[config.mk]
export PLATFORM = sky130hd
export DESIGN_NAME = fan_light_fade_ctrl
export DESIGN_NICKNAME = d
export VERILOG_FILES = /design/src/rtl/fan_light_fade_ctrl.sv
export SDC_FILE = /design/constraint.sdc
export NUM_CORES = 1
export LEC_CHECK = 0
export ABC_CLOCK_PERIOD_IN_PS = 3700
export BUFFER_PORTS_ARGS = -buffer_cell sky130_fd_sc_hd__buf_2
export CAP_MARGIN = 15
export CORE_MARGIN = 2
export CORE_UTILIZATION = 38
export CTS_BUF_LIST = sky130_fd_sc_hd__clkbuf_8
export DETAILED_ROUTE_END_ITERATION = 12
export PLACE_DENSITY = 0.66
export SYNTH_ARGS = -nofsm -noshare
export SYNTH_HDL_FRONTEND = slang
export SYNTH_SLANG_ARGS = --single-unit
[constraint.sdc]
create_clock -name clk -period 3.7 [get_ports clk]
set_clock_uncertainty 0.05 [all_clocks]
set_input_delay 0 -clock clk [delete_from_list [all_inputs] [get_ports clk]]
set_output_delay 0 -clock clk [all_outputs]
set_load 0.01 [all_outputs]
[src/rtl/fan_light_fade_ctrl.sv]
// Fan RGB light command arbiter and fade sequencer: merges button, IR and timer
// commands into color/brightness modes and ramps three 7-bit duties toward the target.
// Build option: FAN_LIGHT_FADE_EN enables the stepped fade; undefined loads targets directly.
`timescale 1ns/1ps
module fan_light_fade_ctrl #(
  parameter int STEP_DIV            = 100_000,
  parameter int NUM_COLOR_MODE      = 7,
  parameter int NUM_BRIGHTNESS_MODE = 4
) (
  input  logic       clk,
  input  logic       reset_n,
  input  logic       btn_short_pulse,
  input  logic       btn_long_pulse,
  input  logic       ir_valid,
  input  logic [2:0] ir_cmd,
  input  logic       timer_end,
  output logic [6:0] duty_r,
  output logic [6:0] duty_g,
  output logic [6:0] duty_b,
  output logic [2:0] color_mode,
  output logic [1:0] brightness_mode,
  output logic       busy
);

  if (STEP_DIV < 2) begin : g_bad_step_div
    $error("STEP_DIV must be at least 2");
  end

  logic [2:0] r_color;
  logic [1:0] r_bright;
  logic [2:0] w_color_nxt;
  logic [1:0] w_bright_nxt;
  logic [2:0] w_color_inc;
  logic [1:0] w_bright_inc;
  logic [6:0] w_level;
  logic [2:0] w_mask;
  logic [6:0] w_tgt_r;
  logic [6:0] w_tgt_g;
  logic [6:0] w_tgt_b;
  logic [6:0] r_duty_r;
  logic [6:0] r_duty_g;
  logic [6:0] r_duty_b;

  assign w_color_inc  = (r_color == 3'(NUM_COLOR_MODE - 1)) ? 3'd0 : r_color + 3'd1;
  assign w_bright_inc = (r_bright == 2'(NUM_BRIGHTNESS_MODE - 1)) ? 2'd0 : r_bright + 2'd1;

  // ir_valid is a one-cycle strobe with no back-pressure: the command is taken in the
  // cycle it is high unless timer_end outranks it; losing events are simply dropped.
  always_comb begin
    w_color_nxt  = r_color;
    w_bright_nxt = r_bright;
    if (timer_end) begin
      w_bright_nxt = 2'd0;
    end else if (ir_valid) begin
      case (ir_cmd)
        3'd0:    w_color_nxt  = w_color_inc;
        3'd1:    w_bright_nxt = w_bright_inc;
        3'd2:    w_bright_nxt = 2'd0;
        3'd3:    w_bright_nxt = 2'd3;
        default: w_bright_nxt = r_bright;
      endcase
    end else if (btn_long_pulse) begin
      w_bright_nxt = w_bright_inc;
    end else if (btn_short_pulse) begin
      w_color_nxt = w_color_inc;
    end
  end

  always_ff @(posedge clk or negedge reset_n) begin
    if (!reset_n) begin
      r_color  <= 3'd0;
      r_bright <= 2'd0;
    end else begin
      r_color  <= w_color_nxt;
      r_bright <= w_bright_nxt;
    end
  end

  always_comb begin
    case (r_bright)
      2'd0:    w_level = 7'd0;
      2'd1:    w_level = 7'd3;
      2'd2:    w_level = 7'd15;
      default: w_level = 7'd127;
    endcase
  end

  // Mask bits are {red, green, blue}.
  always_comb begin
    case (r_color)
      3'd0:    w_mask = 3'b100;
      3'd1:    w_mask = 3'b010;
      3'd2:    w_mask = 3'b001;
      3'd3:    w_mask = 3'b101;
      3'd4:    w_mask = 3'b011;
      3'd5:    w_mask = 3'b110;
      3'd6:    w_mask = 3'b111;
      default: w_mask = 3'b000;
    endcase
  end

  assign w_tgt_r = w_mask[2] ? w_level : 7'd0;
  assign w_tgt_g = w_mask[1] ? w_level : 7'd0;
  assign w_tgt_b = w_mask[0] ? w_level : 7'd0;

`ifdef FAN_LIGHT_FADE_EN
  typedef enum logic {S_IDLE, S_RAMP} state_t;
  localparam int PW = $clog2(STEP_DIV);

  state_t     r_state;
  state_t     w_state_nxt;
  logic [PW-1:0] r_pre;
  logic [PW-1:0] w_pre_nxt;
  logic [6:0] w_duty_r_nxt;
  logic [6:0] w_duty_g_nxt;
  logic [6:0] w_duty_b_nxt;
  logic [6:0] w_step_r;
  logic [6:0] w_step_g;
  logic [6:0] w_step_b;
  logic       w_mismatch;
  logic       w_step_done;

  function automatic logic [6:0] step_toward(input logic [6:0] cur, input logic [6:0] tgt);
    if (cur < tgt) return cur + 7'd1;
    if (cur > tgt) return cur - 7'd1;
    return cur;
  endfunction

  assign w_step_r    = step_toward(r_duty_r, w_tgt_r);
  assign w_step_g    = step_toward(r_duty_g, w_tgt_g);
  assign w_step_b    = step_toward(r_duty_b, w_tgt_b);
  assign w_mismatch  = (r_duty_r != w_tgt_r) || (r_duty_g != w_tgt_g) || (r_duty_b != w_tgt_b);
  assign w_step_done = (w_step_r == w_tgt_r) && (w_step_g == w_tgt_g) && (w_step_b == w_tgt_b);

  // Targets are re-read at every step, so a retarget mid-ramp keeps the prescaler phase.
  always_comb begin
    w_state_nxt  = r_state;
    w_pre_nxt    = r_pre;
    w_duty_r_nxt = r_duty_r;
    w_duty_g_nxt = r_duty_g;
    w_duty_b_nxt = r_duty_b;
    case (r_state)
      S_IDLE: begin
        if (w_mismatch) begin
          w_state_nxt = S_RAMP;
          w_pre_nxt   = '0;
        end
      end
      default: begin
        if (r_pre == PW'(STEP_DIV - 1)) begin
          w_pre_nxt    = '0;
          w_duty_r_nxt = w_step_r;
          w_duty_g_nxt = w_step_g;
          w_duty_b_nxt = w_step_b;
          if (w_step_done) w_state_nxt = S_IDLE;
        end else begin
          w_pre_nxt = r_pre + 1'b1;
        end
      end
    endcase
  end

  always_ff @(posedge clk or negedge reset_n) begin
    if (!reset_n) begin
      r_state  <= S_IDLE;
      r_pre    <= '0;
      r_duty_r <= 7'd0;
      r_duty_g <= 7'd0;
      r_duty_b <= 7'd0;
    end else begin
      r_state  <= w_state_nxt;
      r_pre    <= w_pre_nxt;
      r_duty_r <= w_duty_r_nxt;
      r_duty_g <= w_duty_g_nxt;
      r_duty_b <= w_duty_b_nxt;
    end
  end

  assign busy = (r_state == S_RAMP);
`else
  always_ff @(posedge clk or negedge reset_n) begin
    if (!reset_n) begin
      r_duty_r <= 7'd0;
      r_duty_g <= 7'd0;
      r_duty_b <= 7'd0;
    end else begin
      r_duty_r <= w_tgt_r;
      r_duty_g <= w_tgt_g;
      r_duty_b <= w_tgt_b;
    end
  end

  assign busy = 1'b0;
`endif

  assign duty_r          = r_duty_r;
  assign duty_g          = r_duty_g;
  assign duty_b          = r_duty_b;
  assign color_mode      = r_color;
  assign brightness_mode = r_bright;

endmodule

== Word level (Yosys, flattened, before mapping) ==
Cells that the tools add are included.

* Output and inout port bits: 27
* Logic and storage cells: 45
* Memories kept: 0
* Flip-flop bits (word level): 26
* RAM bits: 0
* Memory bits (read-only): 0
* Bits in latches: 0
* Input bits: 9

* Shift operators: 0
* Div/mod/pow operators: 0
* Bitwise gates (word level): 1
* $mul: 0
* Equal/unequal tests: 15
* Reduce and logical (&&, ||, !) cells: 7
* Add/subtract/negate cells: 2
* Magnitude comparators: 0
* Multiplexer cells: 15

{| class="wikitable"
|+ Operators with widths
! operator !! number
|-
| $mux W7 || 3
|-
| $pmux W3 S7 || 1
|-
| $pmux W7 S3 || 1
|-
| $mux W3 || 5
|-
| $eq A3 B2 Y1 const B || 4
|-
| $eq A3 B3 Y1 const B || 3
|-
| $mux W2 || 4
|-
| $eq A3 B1 Y1 const B || 2
|-
| $logic_not A3 Y1 || 2
|-
| $pmux W2 S3 || 1
|-
| $ne A5 B1 Y1 const B || 1
|-
| $eq A2 B2 Y1 const B || 2
|-
| $ne A2 B1 Y1 const B || 2
|-
| $reduce_and A4 Y1 || 1
|-
| $add A3 B1 Y3 const B || 1
|-
| $reduce_bool A3 Y1 || 1
|-
| $add A2 B1 Y2 const B || 1
|-
| $eq A2 B1 Y1 const B || 1
|-
| $logic_not A2 Y1 || 1
|-
| $reduce_and A2 Y1 || 1
|-
| $reduce_bool A2 Y1 || 1
|-
| $not A1 Y1 || 1
|}

== Logic depth before layout (Yosys ltp) ==
* Depth after elaboration: 5
* Mapped depth: 6
* Gate-level depth less buffers: 5

== Worst setup path before layout ==
No wires, ideal clock.

* Kind: register -> register
* Start: register r_color[0], in the netlist color_mode[0]
* End: register r_color[2], in the netlist color_mode[2]
* Stages on the path, launching flop included: 5
* Slack: 2.292 ns
* Arrival: 1.231 ns
* Required time: 3.522 ns
* Cells stage by stage: dfrtp_1 and2_1 ha_1 a21oi_2 mux2_1

* Word-level cells in the longest chain between the ends: 5
* Elaborated cells between the ends (all ways): 7
* Those cells by class: add/sub: 1; eq/ne: 1; mux: 5

{| class="wikitable"
|+ Ends and longest elaborated chain
! what !! RTL line !! source
|-
| start, declared || 29 || <nowiki>logic [2:0] r_color;</nowiki>
|-
| start signal, assigned || 74 || <nowiki>r_color <= w_color_nxt;</nowiki>
|-
| $add A3 B1 Y3 or $eq A3 B3 Y1 (tied branches) || 44 || <nowiki>assign w_color_inc = (r_color == 3'(NUM_COLOR_MODE - 1)) ? 3'd0 : r_color + 3'd1;</nowiki>
|-
| $mux W3 * || 44 ||
|-
| $mux W3 || 64 || <nowiki>end else if (btn_short_pulse) begin</nowiki>
|-
| $mux W3 || 62 || <nowiki>end else if (btn_long_pulse) begin</nowiki>
|-
| $mux W3 * || 54 || <nowiki>end else if (ir_valid) begin</nowiki>
|}

Mark *: on every way between the ends. The rest lies on a longest branch, timed or not. The select of a mux whose other input is x is not followed.
A chain may end at the register's enable or synchronous reset.

== Worst setup path in the final report ==
Ends and elaborated chain as after synthesis.

==> results.py <==
metrics = {
    "timing": {
        "rsz0062_at_grt": "no",
        "worst_slack_ps": 2270,
        "timing.hold.ws_ps": 102,
        "drv_slew": 0,
        "setup-violations-final": 0,
        "period_needed_ps": 1430,
        "fmax_ghz": 0.700,
        "layout_worst_path_cycle_share_pct": 38.6,
        "setup_tns_ps": 0,
        "hold_viol": 0,
    },
    "yosys": {
        "yosys.area_share.simple_pct": 16.7,
        "syn-cell-area_um2": 825,
        "async_flop_share_pct": 100,
        "ys_seq_area_share_pct": 42.5,
        "synthMuxAreaShare_pct": 2.73,
        "synth-edff-count": 0,
        "synth-adder-area-share_pct": 6.07,
        "synth_compound_area_share_pct": 16.5,
        "synth.ff_latch_count": 14,
        "syn_avg_cell_area_um2": 10.3,
        "synth_top_family_by_area": "simple AND/OR/NAND/NOR gates",
        "synthCells": 80,
        "synth.distinct_cells": 30,
        "ys_warn_count": 0,
        "synth_xor_area_share_pct": 0,
        "synth_flop_cell": "dfrtp_1",
        "syn-num-nets": 93,
    },
    "drt": {
        "ant_nets": 0,
        "drt_iter0_drc": 7,
        "drt_first_pass_iters": 4,
        "drcViolationCount": 0,
        "drt_wl_total_um": 1330,
        "num_vias": 619,
        "routedWlPerCell_um": 9.98,
        "post_drt_via_cell_ratio": 4.65,
    },
    "min_path": {
        "min_to": "brightness_mode[0]$_DFFE_PN0P_",
        "hold_depth": 4,
        "hold_path.class": "in -> reg",
        "min_from": "btn_long_pulse",
    },
    "setup_path": {
        "crit_path_cell_trace": "and2_1, ha_1, a21oi_2, mux2_1",
        "cp.buffers_inverters": 0,
        "slowest_stage": "dfrtp_1",
        "path_class": "reg -> reg",
        "cp_num_cells": 4,
        "crit_family": "flip-flops",
        "cp_max_fo": 10,
        "rrSetupSlack_ps": 2270,
        "cpPeakStageDelay_ps": 460,
        "critPathCaptureType": "flip-flop",
        "startpoint_type": "flip-flop",
        "worstPathArrival_ps": 1500,
        "crit_required_ps": 3770,
        "rr_worst_depth": 4,
        "rr_endpoint": "color_mode[2]$_DFFE_PN0P_",
        "r2r-start": "color_mode[0]$_DFFE_PN0P_",
    },
    "pwr": {
        "power.density_nw_per_um2": 650,
        "p_total_w": 0.000649,
        "peakVddDrop_v": 0.000268,
        "leakage_nw": 0.539,
    },
    "cells_and_area": {
        "area_growth_pct": 21.1,
        "diodes": 0,
        "drive_gt1_share_pct": 42.5,
        "postLayoutCoreUtil_pct": 49.9,
        "fill_cells": 199,
        "finalNetCount": 120,
    },
    "place": {
        "dp_hpwl_um": 1090,
        "port_buffers": 34,
        "place_ws_ps": 2270,
        "place_congestion": 0.759,
    },
    "clock_tree": {
        "clock-sinks": 14,
        "post-cts-setup-buffers": 0,
        "tritoncts": "built",
        "cts_made_buffers": 3,
        "root_buffer": "clkbuf_8",
        "clkTransAtPathRegs_ps": 50,
        "htree_levels": 1,
        "clkLatencyLatePin_ps": 230,
        "cts.path.max_buffers": 2,
    },
    "die": {
        "die_height_um": 50.6,
        "io_pins": 36,
        "die_w_um": 50.6,
        "fp.coreArea_um2": 2000,
        "rows": 16,
        "initial_utilization_pct": 41.2,
        "die-area_um2": 2560,
    },
    "global_route": {
        "grt_use_total_pct": 11.2,
        "antenna_found_initial": 0,
        "grt_pass1_wl_um": 2200,
        "grt_max_degree": 15,
        "grt_remaining_overflow": 0,
        "grt_pass1_vias": 531,
    },
    "outcome": {
        "outcome": "completed",
    },
    "job": {
        "maxCapViolCount": 0,
    },
}
==> where the power goes <==
group          switching [W]  total (W)  internal (W)
logic               0.000141   0.000265      0.000123
registers          0.0000476   0.000244      0.000197
clock network      0.0000465   0.000140     0.0000938
==> cell usage in the layout, fill, tap and decap left out, types with 2 or more instances in the layout <==
cell	n
nand2b_1	2
a21oi_1	2
mux2_1	2
dlygate4sd3_1	2
inv_1	5
nor2_1	9
nor3_1	5
dfrtp_1	14
clkbuf_8	4
o2111ai_1	3
buf_2	34
ha_1	4
==> cells by family (layout without fill, tap and decap cells) <==
logic type      count (synthesis)  after routing
mux                             2              2
fa+ha+maj                       4              4
flops                          14             14
compound gates                 15             15
buf+inv                        19             45
other cells                     1              1
simple gates                   25             25
==> per-layer routing <==
layer	share of wire, %	wire length (um)	global-route usage, %	vias up
li1	-	-	-	312
met1	45	592	14.3	274
met2	45	592	18.2	31
met3	9.0	120	0.893	2
met4	1.7	22	6.76	0
met5	0	0	0	-
==> how the worst max path moves through the flow <==
stage | from | slack (ps) | end
6_report | color_mode[0]$_DFFE_PN0P_ | 2270 | color_mode[2]$_DFFE_PN0P_
5_1_grt | color_mode[0]$_DFFE_PN0P_ | 2150 | duty_r[1]$_DFF_PN0_
4_1_cts | color_mode[0]$_DFFE_PN0P_ | 2260 | color_mode[2]$_DFFE_PN0P_
3_5_place_dp | color_mode[0]$_DFFE_PN0P_ | 2270 | color_mode[2]$_DFFE_PN0P_
3_3_place_gp | color_mode[0]$_DFFE_PN0P_ | 2300 | color_mode[2]$_DFFE_PN0P_
2_1_floorplan | color_mode[0]$_DFFE_PN0P_ | 2290 | color_mode[2]$_DFFE_PN0P_
==> state kept, by name (all words and copies together) (netlist names) <==
signal	count
duty_g	3
color_mode	3
brightness_mode	2
duty_r	3
duty_b	3
==> timing repair <==
action,4_1_cts,5_1_grt
hold buffers,2,0
endpoints found under the hold margin,16,0
resized for setup,0,0
==> synth_stat cells, types with 2 or more instances <==
master	count	area, um^2
a21oi_1	2	10.0
buf_4	14	105
dfrtp_1	14	350
ha_1	4	50.1
inv_1	5	18.8
mux2_1	2	22.5
nand2b_1	2	12.5
nor2_1	9	33.8
nor3_1	5	25.0
o2111ai_1	3	26.3
==> worst min-delay path: stages <==
cell and delay (ps):
buf_2 80, nand2b_1 80, o2111ai_1 110, o31ai_1 70
==> area by class of cell <==
class	count	area, um^2	area share, %
sequential	14	350	35.1
multi-input combinational	47	350	35.1
timing repair buffer	36	190	19.0
clock buffer	4	55.1	5.51
tap	27	33.8	3.38
inverter	5	18.8	1.88
==> per-stage QoR <==
| step | instances | area [um^2] |
|---|---|---|
| 6_report | 133 | 998 |
| 5_1_grt | 133 | 998 |
| 4_1_cts | 133 | 998 |
| 3_5_place_dp | 127 | 923 |
| 3_3_place_gp | 127 | 923 |
| 2_1_floorplan | 80 | 825 |
(Power assumes the default switching activity.)
